<file path="config.mk">
export PLATFORM = sky130hd
export DESIGN_NAME = pc_update_ctrl_flat
export DESIGN_NICKNAME = d
export VERILOG_FILES = /design/src/rtl/pc_update_ctrl_if.sv /design/src/rtl/pc_update_ctrl.sv /design/src/flat_wrapper.sv
export SDC_FILE = /design/constraint.sdc
export NUM_CORES = 1
export LEC_CHECK = 0
export CORE_MARGIN = 2
export CORE_UTILIZATION = 45
export CTS_CLUSTER_DIAMETER = 30
export CTS_CLUSTER_SIZE = 24
export DETAILED_ROUTE_END_ITERATION = 16
export PLACE_DENSITY = 0.76
export SLEW_MARGIN = 10
export SYNTH_ARGS = -nofsm -noshare
export SYNTH_HDL_FRONTEND = slang
export SYNTH_SLANG_ARGS = --single-unit
export TNS_END_PERCENT = 20
</file>
<file path="constraint.sdc">
create_clock -name clk -period 1.94 [get_ports clk]
set_input_delay 0.194 -clock clk [delete_from_list [all_inputs] [get_ports clk]]
set_output_delay 0.194 -clock clk [all_outputs]
set_load 0.05 [all_outputs]
</file>
<file path="src/rtl/pc_update_ctrl_if.sv">
// PC-update handshake and PC/EPC/memory control bundle between main control,
// the PC-update sequencer and the datapath muxes.
interface pc_update_ctrl_if;
  logic       req_valid;
  logic       req_ready;
  logic [2:0] req_kind;
  logic       branch_cond;
  logic       exc_opcode;
  logic       exc_overflow;
  logic       exc_div0;
  logic [2:0] pc_source;
  logic       pc_write;
  logic       epc_write;
  logic       alu_pc_minus4;
  logic       mem_read_exc;
  logic [1:0] exc_addr_sel;
  logic [1:0] exc_cause;
  logic       done;

  modport master (
    output req_valid, req_kind, branch_cond, exc_opcode, exc_overflow, exc_div0,
    input  req_ready, pc_source, pc_write, epc_write, alu_pc_minus4, mem_read_exc,
    input  exc_addr_sel, exc_cause, done
  );

  modport slave (
    input  req_valid, req_kind, branch_cond, exc_opcode, exc_overflow, exc_div0,
    output req_ready, pc_source, pc_write, epc_write, alu_pc_minus4, mem_read_exc,
    output exc_addr_sel, exc_cause, done
  );
endinterface

</file>
<file path="src/rtl/pc_update_ctrl.sv">
// PC-source sequencer: one-cycle PC updates plus the multi-cycle exception entry
// (save EPC, read vector byte, load PC). All outputs are registered.
module pc_update_ctrl #(
  parameter int unsigned MemWait = 1
) (
  input logic              clk,
  input logic              rst_n,
  pc_update_ctrl_if.slave  ctrl_io
);

  typedef enum logic [2:0] {StIdle, StUpdate, StExcSave, StExcRead, StExcLoad} state_e;

  localparam logic [2:0] KindSeq    = 3'd0;
  localparam logic [2:0] KindBranch = 3'd1;
  localparam logic [2:0] KindJump   = 3'd2;
  localparam logic [2:0] KindJr     = 3'd3;
  localparam logic [2:0] KindRte    = 3'd4;
  localparam logic [2:0] ReadLast   = 3'(MemWait - 1);

  state_e     state_q;
  logic [2:0] cnt_q;
  logic [1:0] exc_cause_q, exc_cause_d;
  logic       req_ready_q;
  logic [2:0] pc_source_q;
  logic       pc_write_q;
  logic       epc_write_q;
  logic       alu_pc_minus4_q;
  logic       mem_read_exc_q;
  logic [1:0] exc_addr_sel_q;
  logic       done_q;
  logic [2:0] upd_src;
  logic       upd_pw;

  // Zero means no exception; an illegal kind on a valid request becomes an opcode fault.
  always_comb begin
    exc_cause_d = 2'd0;
    if (ctrl_io.exc_opcode) begin
      exc_cause_d = 2'd1;
    end else if (ctrl_io.exc_overflow) begin
      exc_cause_d = 2'd2;
    end else if (ctrl_io.exc_div0) begin
      exc_cause_d = 2'd3;
    end else if (ctrl_io.req_valid && (ctrl_io.req_kind > KindRte)) begin
      exc_cause_d = 2'd1;
    end
  end

  always_comb begin
    upd_src = 3'd4;
    upd_pw  = 1'b1;
    case (ctrl_io.req_kind)
      KindSeq:    upd_src = 3'd1;
      KindBranch: begin
        upd_src = 3'd3;
        upd_pw  = ctrl_io.branch_cond;
      end
      KindJump:   upd_src = 3'd2;
      KindJr:     upd_src = 3'd0;
      default:    upd_src = 3'd4;
    endcase
  end

  always_ff @(posedge clk or negedge rst_n) begin
    if (!rst_n) begin
      state_q         <= StIdle;
      cnt_q           <= 3'd0;
      exc_cause_q     <= 2'd0;
      req_ready_q     <= 1'b1;
      pc_source_q     <= 3'd0;
      pc_write_q      <= 1'b0;
      epc_write_q     <= 1'b0;
      alu_pc_minus4_q <= 1'b0;
      mem_read_exc_q  <= 1'b0;
      exc_addr_sel_q  <= 2'd0;
      done_q          <= 1'b0;
    end else begin
      req_ready_q     <= 1'b0;
      pc_source_q     <= 3'd0;
      pc_write_q      <= 1'b0;
      epc_write_q     <= 1'b0;
      alu_pc_minus4_q <= 1'b0;
      mem_read_exc_q  <= 1'b0;
      exc_addr_sel_q  <= 2'd0;
      done_q          <= 1'b0;
      unique case (state_q)
        StIdle: begin
          if (exc_cause_d != 2'd0) begin
            state_q         <= StExcSave;
            exc_cause_q     <= exc_cause_d;
            epc_write_q     <= 1'b1;
            alu_pc_minus4_q <= 1'b1;
          end else if (ctrl_io.req_valid) begin
            state_q     <= StUpdate;
            pc_source_q <= upd_src;
            pc_write_q  <= upd_pw;
            done_q      <= 1'b1;
          end else begin
            req_ready_q <= 1'b1;
          end
        end
        StUpdate: begin
          state_q     <= StIdle;
          req_ready_q <= 1'b1;
        end
        StExcSave: begin
          state_q        <= StExcRead;
          cnt_q          <= ReadLast;
          mem_read_exc_q <= 1'b1;
          exc_addr_sel_q <= exc_cause_q;
        end
        StExcRead: begin
          exc_addr_sel_q <= exc_cause_q;
          if (cnt_q == 3'd0) begin
            state_q     <= StExcLoad;
            pc_source_q <= 3'd5;
            pc_write_q  <= 1'b1;
            done_q      <= 1'b1;
          end else begin
            cnt_q          <= cnt_q - 3'd1;
            mem_read_exc_q <= 1'b1;
          end
        end
        StExcLoad: begin
          state_q     <= StIdle;
          req_ready_q <= 1'b1;
        end
        default: begin
          state_q     <= StIdle;
          req_ready_q <= 1'b1;
        end
      endcase
    end
  end

  assign ctrl_io.req_ready     = req_ready_q;
  assign ctrl_io.pc_source     = pc_source_q;
  assign ctrl_io.pc_write      = pc_write_q;
  assign ctrl_io.epc_write     = epc_write_q;
  assign ctrl_io.alu_pc_minus4 = alu_pc_minus4_q;
  assign ctrl_io.mem_read_exc  = mem_read_exc_q;
  assign ctrl_io.exc_addr_sel  = exc_addr_sel_q;
  assign ctrl_io.exc_cause     = exc_cause_q;
  assign ctrl_io.done          = done_q;

endmodule

</file>
<file path="src/flat_wrapper.sv">
// flat-port wrapper written by rule: the top's interface ports become plain ports
module pc_update_ctrl_flat 
#(
  parameter int unsigned MemWait = 1
)
  (clk, rst_n, ctrl_io_req_valid, ctrl_io_req_kind, ctrl_io_branch_cond, ctrl_io_exc_opcode, ctrl_io_exc_overflow, ctrl_io_exc_div0, ctrl_io_req_ready, ctrl_io_pc_source, ctrl_io_pc_write, ctrl_io_epc_write, ctrl_io_alu_pc_minus4, ctrl_io_mem_read_exc, ctrl_io_exc_addr_sel, ctrl_io_exc_cause, ctrl_io_done);
  pc_update_ctrl_if ctrl_io_i ();
  input logic clk;
  input logic rst_n;
  input wire logic [$bits(ctrl_io_i.req_valid)-1:0] ctrl_io_req_valid;
  input wire logic [$bits(ctrl_io_i.req_kind)-1:0] ctrl_io_req_kind;
  input wire logic [$bits(ctrl_io_i.branch_cond)-1:0] ctrl_io_branch_cond;
  input wire logic [$bits(ctrl_io_i.exc_opcode)-1:0] ctrl_io_exc_opcode;
  input wire logic [$bits(ctrl_io_i.exc_overflow)-1:0] ctrl_io_exc_overflow;
  input wire logic [$bits(ctrl_io_i.exc_div0)-1:0] ctrl_io_exc_div0;
  output wire logic [$bits(ctrl_io_i.req_ready)-1:0] ctrl_io_req_ready;
  output wire logic [$bits(ctrl_io_i.pc_source)-1:0] ctrl_io_pc_source;
  output wire logic [$bits(ctrl_io_i.pc_write)-1:0] ctrl_io_pc_write;
  output wire logic [$bits(ctrl_io_i.epc_write)-1:0] ctrl_io_epc_write;
  output wire logic [$bits(ctrl_io_i.alu_pc_minus4)-1:0] ctrl_io_alu_pc_minus4;
  output wire logic [$bits(ctrl_io_i.mem_read_exc)-1:0] ctrl_io_mem_read_exc;
  output wire logic [$bits(ctrl_io_i.exc_addr_sel)-1:0] ctrl_io_exc_addr_sel;
  output wire logic [$bits(ctrl_io_i.exc_cause)-1:0] ctrl_io_exc_cause;
  output wire logic [$bits(ctrl_io_i.done)-1:0] ctrl_io_done;
  assign ctrl_io_i.req_valid = ctrl_io_req_valid;
  assign ctrl_io_i.req_kind = ctrl_io_req_kind;
  assign ctrl_io_i.branch_cond = ctrl_io_branch_cond;
  assign ctrl_io_i.exc_opcode = ctrl_io_exc_opcode;
  assign ctrl_io_i.exc_overflow = ctrl_io_exc_overflow;
  assign ctrl_io_i.exc_div0 = ctrl_io_exc_div0;
  assign ctrl_io_req_ready = ctrl_io_i.req_ready;
  assign ctrl_io_pc_source = ctrl_io_i.pc_source;
  assign ctrl_io_pc_write = ctrl_io_i.pc_write;
  assign ctrl_io_epc_write = ctrl_io_i.epc_write;
  assign ctrl_io_alu_pc_minus4 = ctrl_io_i.alu_pc_minus4;
  assign ctrl_io_mem_read_exc = ctrl_io_i.mem_read_exc;
  assign ctrl_io_exc_addr_sel = ctrl_io_i.exc_addr_sel;
  assign ctrl_io_exc_cause = ctrl_io_i.exc_cause;
  assign ctrl_io_done = ctrl_io_i.done;
  pc_update_ctrl #(.MemWait(MemWait)) u_core (.clk(clk), .rst_n(rst_n), .ctrl_io(ctrl_io_i));
endmodule
</file>
=== Yosys cells after proc, flatten, opt, wreduce, memory -nomap -nowiden ===
Index checks and enable logic that the tools add are counted.

* Add/sub/neg operators: 1
* Magnitude comparators: 1
* Equality and inequality tests: 8
* Mux-type cells: 31
* Reduce and logical (&&, ||, !) cells: 10

{| class="wikitable"
|+ Operator list
! operator !! number
|-
| 3-bit 2-to-1 mux || 7
|-
| 3-bit by 2-bit == test with 1-bit output, second input constant || 4
|-
| 1-bit 2-to-1 mux || 12
|-
| 3-bit case mux with 2 select lines || 2
|-
| 3-bit case mux with 4 select lines || 1
|-
| 3-bit logical NOT || 3
|-
| 3-bit case mux with 3 select lines || 1
|-
| 2-bit 2-to-1 mux || 4
|-
| 1-bit case mux with 2 select lines || 4
|-
| 2-bit AND reduction || 3
|-
| 2-bit nonzero test || 2
|-
| 3-bit by 1-bit == test with 1-bit output, second input constant || 1
|-
| 3-bit greater-than comparator, second input constant || 1
|-
| 3-bit by 2-bit inequality test with 1-bit output, second input constant || 1
|-
| 3-bit by 1-bit subtractor with 3-bit output, second input constant || 1
|-
| 2-bit by 1-bit inequality test with 1-bit output, second input constant || 1
|-
| 2-bit inequality test, second input constant || 1
|-
| 2-bit OR reduction || 1
|-
| 1-bit logical AND || 1
|}

* Flip-flop bits (word level): 18
* Input bits: 10
* Output and inout port bits: 13
* Logic and storage cells: 61

=== Logic depth before layout (Yosys ltp) ===
* Word-level depth: 9
* Gate-level depth with buffers: 6
* Depth with buffers taken out: 6

=== Worst setup path before layout ===
OpenSTA, ideal clock, no wires.

* Path type: reg-to-reg
* Start: reg u_core.cnt_q[0]
* End: reg u_core.cnt_q[1]
* Library setup time: 0.065 ns
* Arrival time: 1.453 ns
* Required time: 1.875 ns
* Slack: 0.422 ns
* Cell stages (with the launch flop): 7
* Path buffers: 0
* Clock period less this slack: 1.518 ns
* Cell sequence: dfrtp_1 > inv_1 > ha_1 > ha_1 > or3b_1 > o21ai_1 > a22o_1

* Word-level cells in the longest chain between the ends: 3
* Elaborated cells on any way between the ends: 6
* Those cells by class: add/sub (1); eq/ne (1); mux (2); reduce/logical (2)

{| class="wikitable"
|+ RTL lines
! element !! line !! RTL
|-
| from (decl) || pc_update_ctrl.sv:21 || <nowiki>logic [2:0] cnt_q;</nowiki>
|-
| from (signal assigned) || pc_update_ctrl.sv:107 || <nowiki>cnt_q <= ReadLast;</nowiki>
|-
| from (signal assigned) || pc_update_ctrl.sv:119 || <nowiki>cnt_q <= cnt_q - 3'd1;</nowiki>
|-
| 3-bit by 1-bit subtractor with 3-bit output or 3-bit logical NOT (tied branches) || pc_update_ctrl.sv:119, pc_update_ctrl.sv:113 ||
|-
| 3-bit 2-to-1 mux or 2-bit inequality test (tied branches) || n/a ||
|-
| 3-bit case mux with 2 select lines or 2-bit AND reduction (tied branches) || n/a ||
|}

Parallel ways exist; a longest one is shown, timed or not. The select of a mux whose other input is x is not followed.
A chain may end at the register's enable or synchronous reset.

=== Final worst setup path ===
* Start: reg u_core.req_ready_q (netlist: u_core.ctrl_io.req_ready)
* End: out ctrl_io_req_ready

{| class="wikitable"
|+ RTL lines
! element !! line !! RTL
|-
| from (decl) || pc_update_ctrl.sv:23 || <nowiki>logic req_ready_q;</nowiki>
|-
| from (signal assigned) || pc_update_ctrl.sv:68 || <nowiki>req_ready_q <= 1'b1;</nowiki>
|-
| from (signal assigned) || pc_update_ctrl.sv:77 || <nowiki>req_ready_q <= 1'b0;</nowiki>
|-
| from (signal assigned) || pc_update_ctrl.sv:98 || <nowiki>req_ready_q <= 1'b1;</nowiki>
|-
| to (decl) || flat_wrapper.sv:16 || <nowiki>output wire logic [$bits(ctrl_io_i.req_ready)-1:0] ctrl_io_req_ready;</nowiki>
|}

No word-level cell between the ends.

==> results_tabular.tex <==
\begin{tabular}{lr}
\hline
Metric & Value \\
\hline
\multicolumn{2}{l}{\textbf{Run status}} \\
\quad Status & completed \\
\multicolumn{2}{l}{\textbf{Logic synthesis}} \\
\quad Number of register bits inferred by synthesis & 18 \\
\quad Main area contributors after synthesis & sky130\_fd\_sc\_hd\_\_dfrtp\_1 (52\%), sky130\_fd\_sc\_hd\_\_o21ai\_1 (4.3\%), sky130\_fd\_sc\_hd\_\_dfstp\_2 (3.2\%), sky130\_fd\_sc\_hd\_\_inv\_1 (3.2\%), sky130\_fd\_sc\_hd\_\_nand2\_1 (3.2\%) \\
\quad Compound-gate portion of the synthesized area & 14.5\% \\
\quad EDFF count, synth & 0 \\
\quad Synthesized area per cell & 11.4 sq um \\
\quad Sequential element share of the synthesized area & 55.2\% \\
\quad Dominant register cell in the synthesized netlist & sky130\_fd\_sc\_hd\_\_dfrtp\_1 \\
\quad Total nets after synthesis & 84 \\
\quad Cell area after synthesis & 818 sq um \\
\quad Number of different library cells in the post-synthesis netlist & 29 \\
\quad Syn Inst Count & 72 \\
\quad Share of synthesized cell area in and, or, nand and nor gates & 20.6\% \\
\quad Fraction of synthesized area in multiplexers & 0\% \\
\quad Synth Area in XOR/XNOR & 1.07\% \\
\quad Arithmetic-cell share of the synthesized area counting full adders, half adders and majority gates & 3.06\% \\
\quad Synth warnings & 0 \\
\quad Async S/R FF share, synth & 100\% \\
\quad Yosys top cell area share & 52.0\% \\
\quad Library cell occupying the most area in the post-synthesis netlist & sky130\_fd\_sc\_hd\_\_dfrtp\_1 \\
\quad Main combinational cell family by area after synthesis & simple AND/OR/NAND/NOR gates \\
\multicolumn{2}{l}{\textbf{Critical path}} \\
\quad Critical Path End Type & output port \\
\quad Beginning of the worst register-to-register path & u\_core.cnt\_q[0] \\
\quad Worst reg2reg endpoint & u\_core.cnt\_q[1] \\
\quad Crit path kind & flop to output port \\
\quad Critical Path Max Stage Delay & 0.79 ns \\
\quad Levels on crit path & 1 \\
\quad Cell with the largest stage delay on the worst path & sky130\_fd\_sc\_hd\_\_clkdlybuf4s50\_1 \\
\quad Reg2reg path depth & 6 \\
\quad Destination of the critical timing path & ctrl\_io\_req\_ready \\
\quad R2R setup slack & 0.26 ns \\
\quad CP Buf/Inv Count & 1 \\
\quad Critical-path cell list & clkdlybuf4s50\_1 \\
\quad Required time at the endpoint of the critical path & 1.75 ns \\
\quad Critical Path Start Type & flop \\
\quad Kind of cell adding the most delay to the critical path & buffers and inverters \\
\quad Worst-path maximum fanout & 1 \\
\quad Crit. Startpoint & u\_core.ctrl\_io.req\_ready \\
\quad Arrival time at the worst endpoint & 1.61 ns \\
\multicolumn{2}{l}{\textbf{Placement}} \\
\quad RD Place Congestion & 0.776 \\
\quad Detail Placement HPWL & 1.07 mm \\
\quad Input/output buffers & 22 \\
\multicolumn{2}{l}{\textbf{Job}} \\
\quad Number of max-cap violations & 0 \\
\multicolumn{2}{l}{\textbf{Timing}} \\
\quad Min cycle time layout & 1.81 ns \\
\quad Worst rel slew slack & 66.3\% \\
\quad Final worst clock skew & 0.00359 ns \\
\quad Tcrit/Tclk final & 93.1\% \\
\quad Transition at the pin with the smallest max-transition slack & 0.503 ns \\
\quad Final worst hold slack & 0.218 ns \\
\quad Setup TNS & 0 ns \\
\quad Unrepaired setup endpoints after global routing & no \\
\quad Setup Viol. Count Final & 0 \\
\quad Max-slew violations & 0 \\
\quad Max frequency & 554 MHz \\
\quad Number of hold violations in the final report & 0 \\
\multicolumn{2}{l}{\textbf{Routing}} \\
\quad Average via count per standard cell & 4.98 \\
\quad Post-route DRC violation count & 0 \\
\quad Post-DR wirelength/cell & 11.8 um \\
\quad DR pass1 iterations & 4 \\
\quad ANT nets after route & 0 \\
\quad Via Count & 607 \\
\quad First DRT Iteration DRCs & 13 \\
\quad Total Wirelength & 1.44 mm \\
\multicolumn{2}{l}{\textbf{Clocking}} \\
\quad TritonCTS Buffers & 3 \\
\quad Clock transition time at the flip-flop clock pins of the worst setup and hold paths & 0.10 ns \\
\quad Buffer count from post-CTS setup fixing & 0 \\
\quad Count of clock tree sinks & 18 \\
\quad TritonCTS clock tree & done \\
\quad Insertion delay to the later sink of the worst-skew pair & 0.29 ns \\
\quad Clock buffer depth & 2 \\
\quad Cells resized by post-CTS repair & 0 \\
\quad Total number of H-tree levels & 1 \\
\quad Clk root buf & sky130\_fd\_sc\_hd\_\_clkbuf\_4 \\
\quad CTS Hold Buffers Added & 0 \\
\multicolumn{2}{l}{\textbf{Global route}} \\
\quad Wire length of the first global-routing pass & 2.40 mm \\
\quad Global router's overall resource usage & 15.8\% \\
\quad Number of global-route vias before repair & 560 \\
\quad Total congestion overflow & 0 \\
\quad Number of antenna violations at the first check in global routing & 0 \\
\quad Largest net degree at the start of global routing & 19 \\
\multicolumn{2}{l}{\textbf{Cells and area}} \\
\quad Share of cells above drive strength 1 & 12.4\% \\
\quad Fillcell total & 158 \\
\quad Total Nets Final & 110 \\
\quad Diodes inserted & 0 \\
\quad Synthesis-to-layout area growth & 33.8\% \\
\multicolumn{2}{l}{\textbf{Floorplanning}} \\
\quad Total core area & 1730 sq um \\
\quad Effective utilization at floorplan & 47.4\% \\
\quad Die height & 46.6 um \\
\quad Horizontal extent of the die & 46.6 um \\
\quad Ports placed on the boundary & 23 \\
\quad Num rows & 15 \\
\quad Die Area & 2180 sq um \\
\multicolumn{2}{l}{\textbf{Pwr}} \\
\quad Leakage component of the power & 0.000512 uW \\
\quad Worst vdd rail ir drop & 1.13 mV \\
\quad Total power density per cell area & 1550 nW/um\^{}2 \\
\quad Post-layout total power & 1700 uW \\
\multicolumn{2}{l}{\textbf{Hold path}} \\
\quad Path category of the worst min-delay check & input port to asynchronous set/reset pin \\
\hline
\end{tabular}
layer usage:
| layer | routed length (um) | GRT usage [%] | vias up | share of wire, % |
|---|---|---|---|---|
| met1 | 638 | 20.6 | 287 | 44 |
| met4 | 0 | 3.33 | 0 | 0 |
| met2 | 724 | 25.3 | 20 | 50 |
| met3 | 75 | 5.88 | 0 | 5.2 |
| met5 | 0 | 0 | - | 0 |
| li1 | - | - | 300 | - |
stage by stage:
step                cell area, sq um  cells  setup WS (ns)  utilization, %
floorplan                        818     72          0.422               -
global placement                1060    118          0.369            61.3
detailed placement              1060    118          0.295            61.3
CTS                             1090    122          0.113            63.4
global route                    1090    122         0.0770            63.4
finish                          1090    122          0.134            63.4
cell families after synthesis:
| logic type | after synthesis |
|---|---|
| buffers and inverters | 9 |
| AOI/OAI and AO/OA | 17 |
| and+or+nand+nor | 25 |
| xor gates and xnor gates | 1 |
| DFF | 18 |
| adders and majority gates | 2 |
cells in the mapped netlist (2+ instances only):
master	number
sky130_fd_sc_hd__dfrtp_1	17
sky130_fd_sc_hd__inv_1	7
sky130_fd_sc_hd__nand2_1	7
sky130_fd_sc_hd__o21ai_1	7
sky130_fd_sc_hd__nor2_1	5
sky130_fd_sc_hd__a22o_1	3
sky130_fd_sc_hd__ha_1	2
sky130_fd_sc_hd__nor2b_1	2
sky130_fd_sc_hd__nor3_2	2
power breakdown:
part	internal, uW	switching, uW	leakage (uW)
clock network	114	114	0.0000210
logic	303	580	0.000260
registers	507	81.9	0.000231
total	924	776	0.000512
cell type report:
| class | count | area (sq um) | share of cell area, % |
|---|---|---|---|
| Sequential cell | 18 | 452 | 41.3 |
| Multi-Input combinational cell | 45 | 322 | 29.4 |
| Timing Repair Buffer | 23 | 228 | 20.8 |
| Clock buffer | 4 | 36.3 | 3.31 |
| Tap cell | 25 | 31.3 | 2.86 |
| Inverter | 7 | 26.3 | 2.40 |
state kept, by name, summed over array words and instances (netlist names):
register / cells
u_core.ctrl_io.alu_pc_minus4: 1
u_core.cnt_q: 3
u_core.ctrl_io.pc_source: 3
u_core.state_q: 3
u_core.ctrl_io.pc_write: 1
u_core.ctrl_io.done: 1
u_core.ctrl_io.mem_read_exc: 1
u_core.ctrl_io.exc_addr_sel: 2
u_core.ctrl_io.req_ready: 1
u_core.ctrl_io.exc_cause: 2
how the worst min path moves through the flow:
stage                           startpoint                        endpoint  depth (start not counted)
4_1_cts                              rst_n  u_core.ctrl_io.exc_addr_sel[0]                          2
2_1_floorplan                        rst_n                 u_core.cnt_q[0]                          0
3_3_place_gp   u_core.ctrl_io.exc_cause[1]     u_core.ctrl_io.exc_cause[1]                          1
3_5_place_dp   u_core.ctrl_io.exc_cause[1]     u_core.ctrl_io.exc_cause[1]                          1
5_1_grt                              rst_n  u_core.ctrl_io.exc_addr_sel[0]                          2
6_report                             rst_n  u_core.ctrl_io.exc_addr_sel[0]                          2
cell usage in the layout, fill, tap and decap left out, drive strengths merged, types with 2 or more instances in the layout:
| cell | synthesis | routed |
|---|---|---|
| clkdlybuf4s50 | 0 | 22 |
| dfrtp | 17 | 17 |
| inv | 7 | 7 |
| o21ai | 7 | 7 |
| nand2 | 7 | 7 |
| nor2 | 5 | 5 |
| clkbuf | 0 | 4 |
| nor3 | 4 | 4 |
| a22o | 3 | 3 |
| nor2b | 2 | 2 |
| ha | 2 | 2 |
| o31ai | 2 | 2 |
Note: power is estimated with default switching activity, not from simulation.
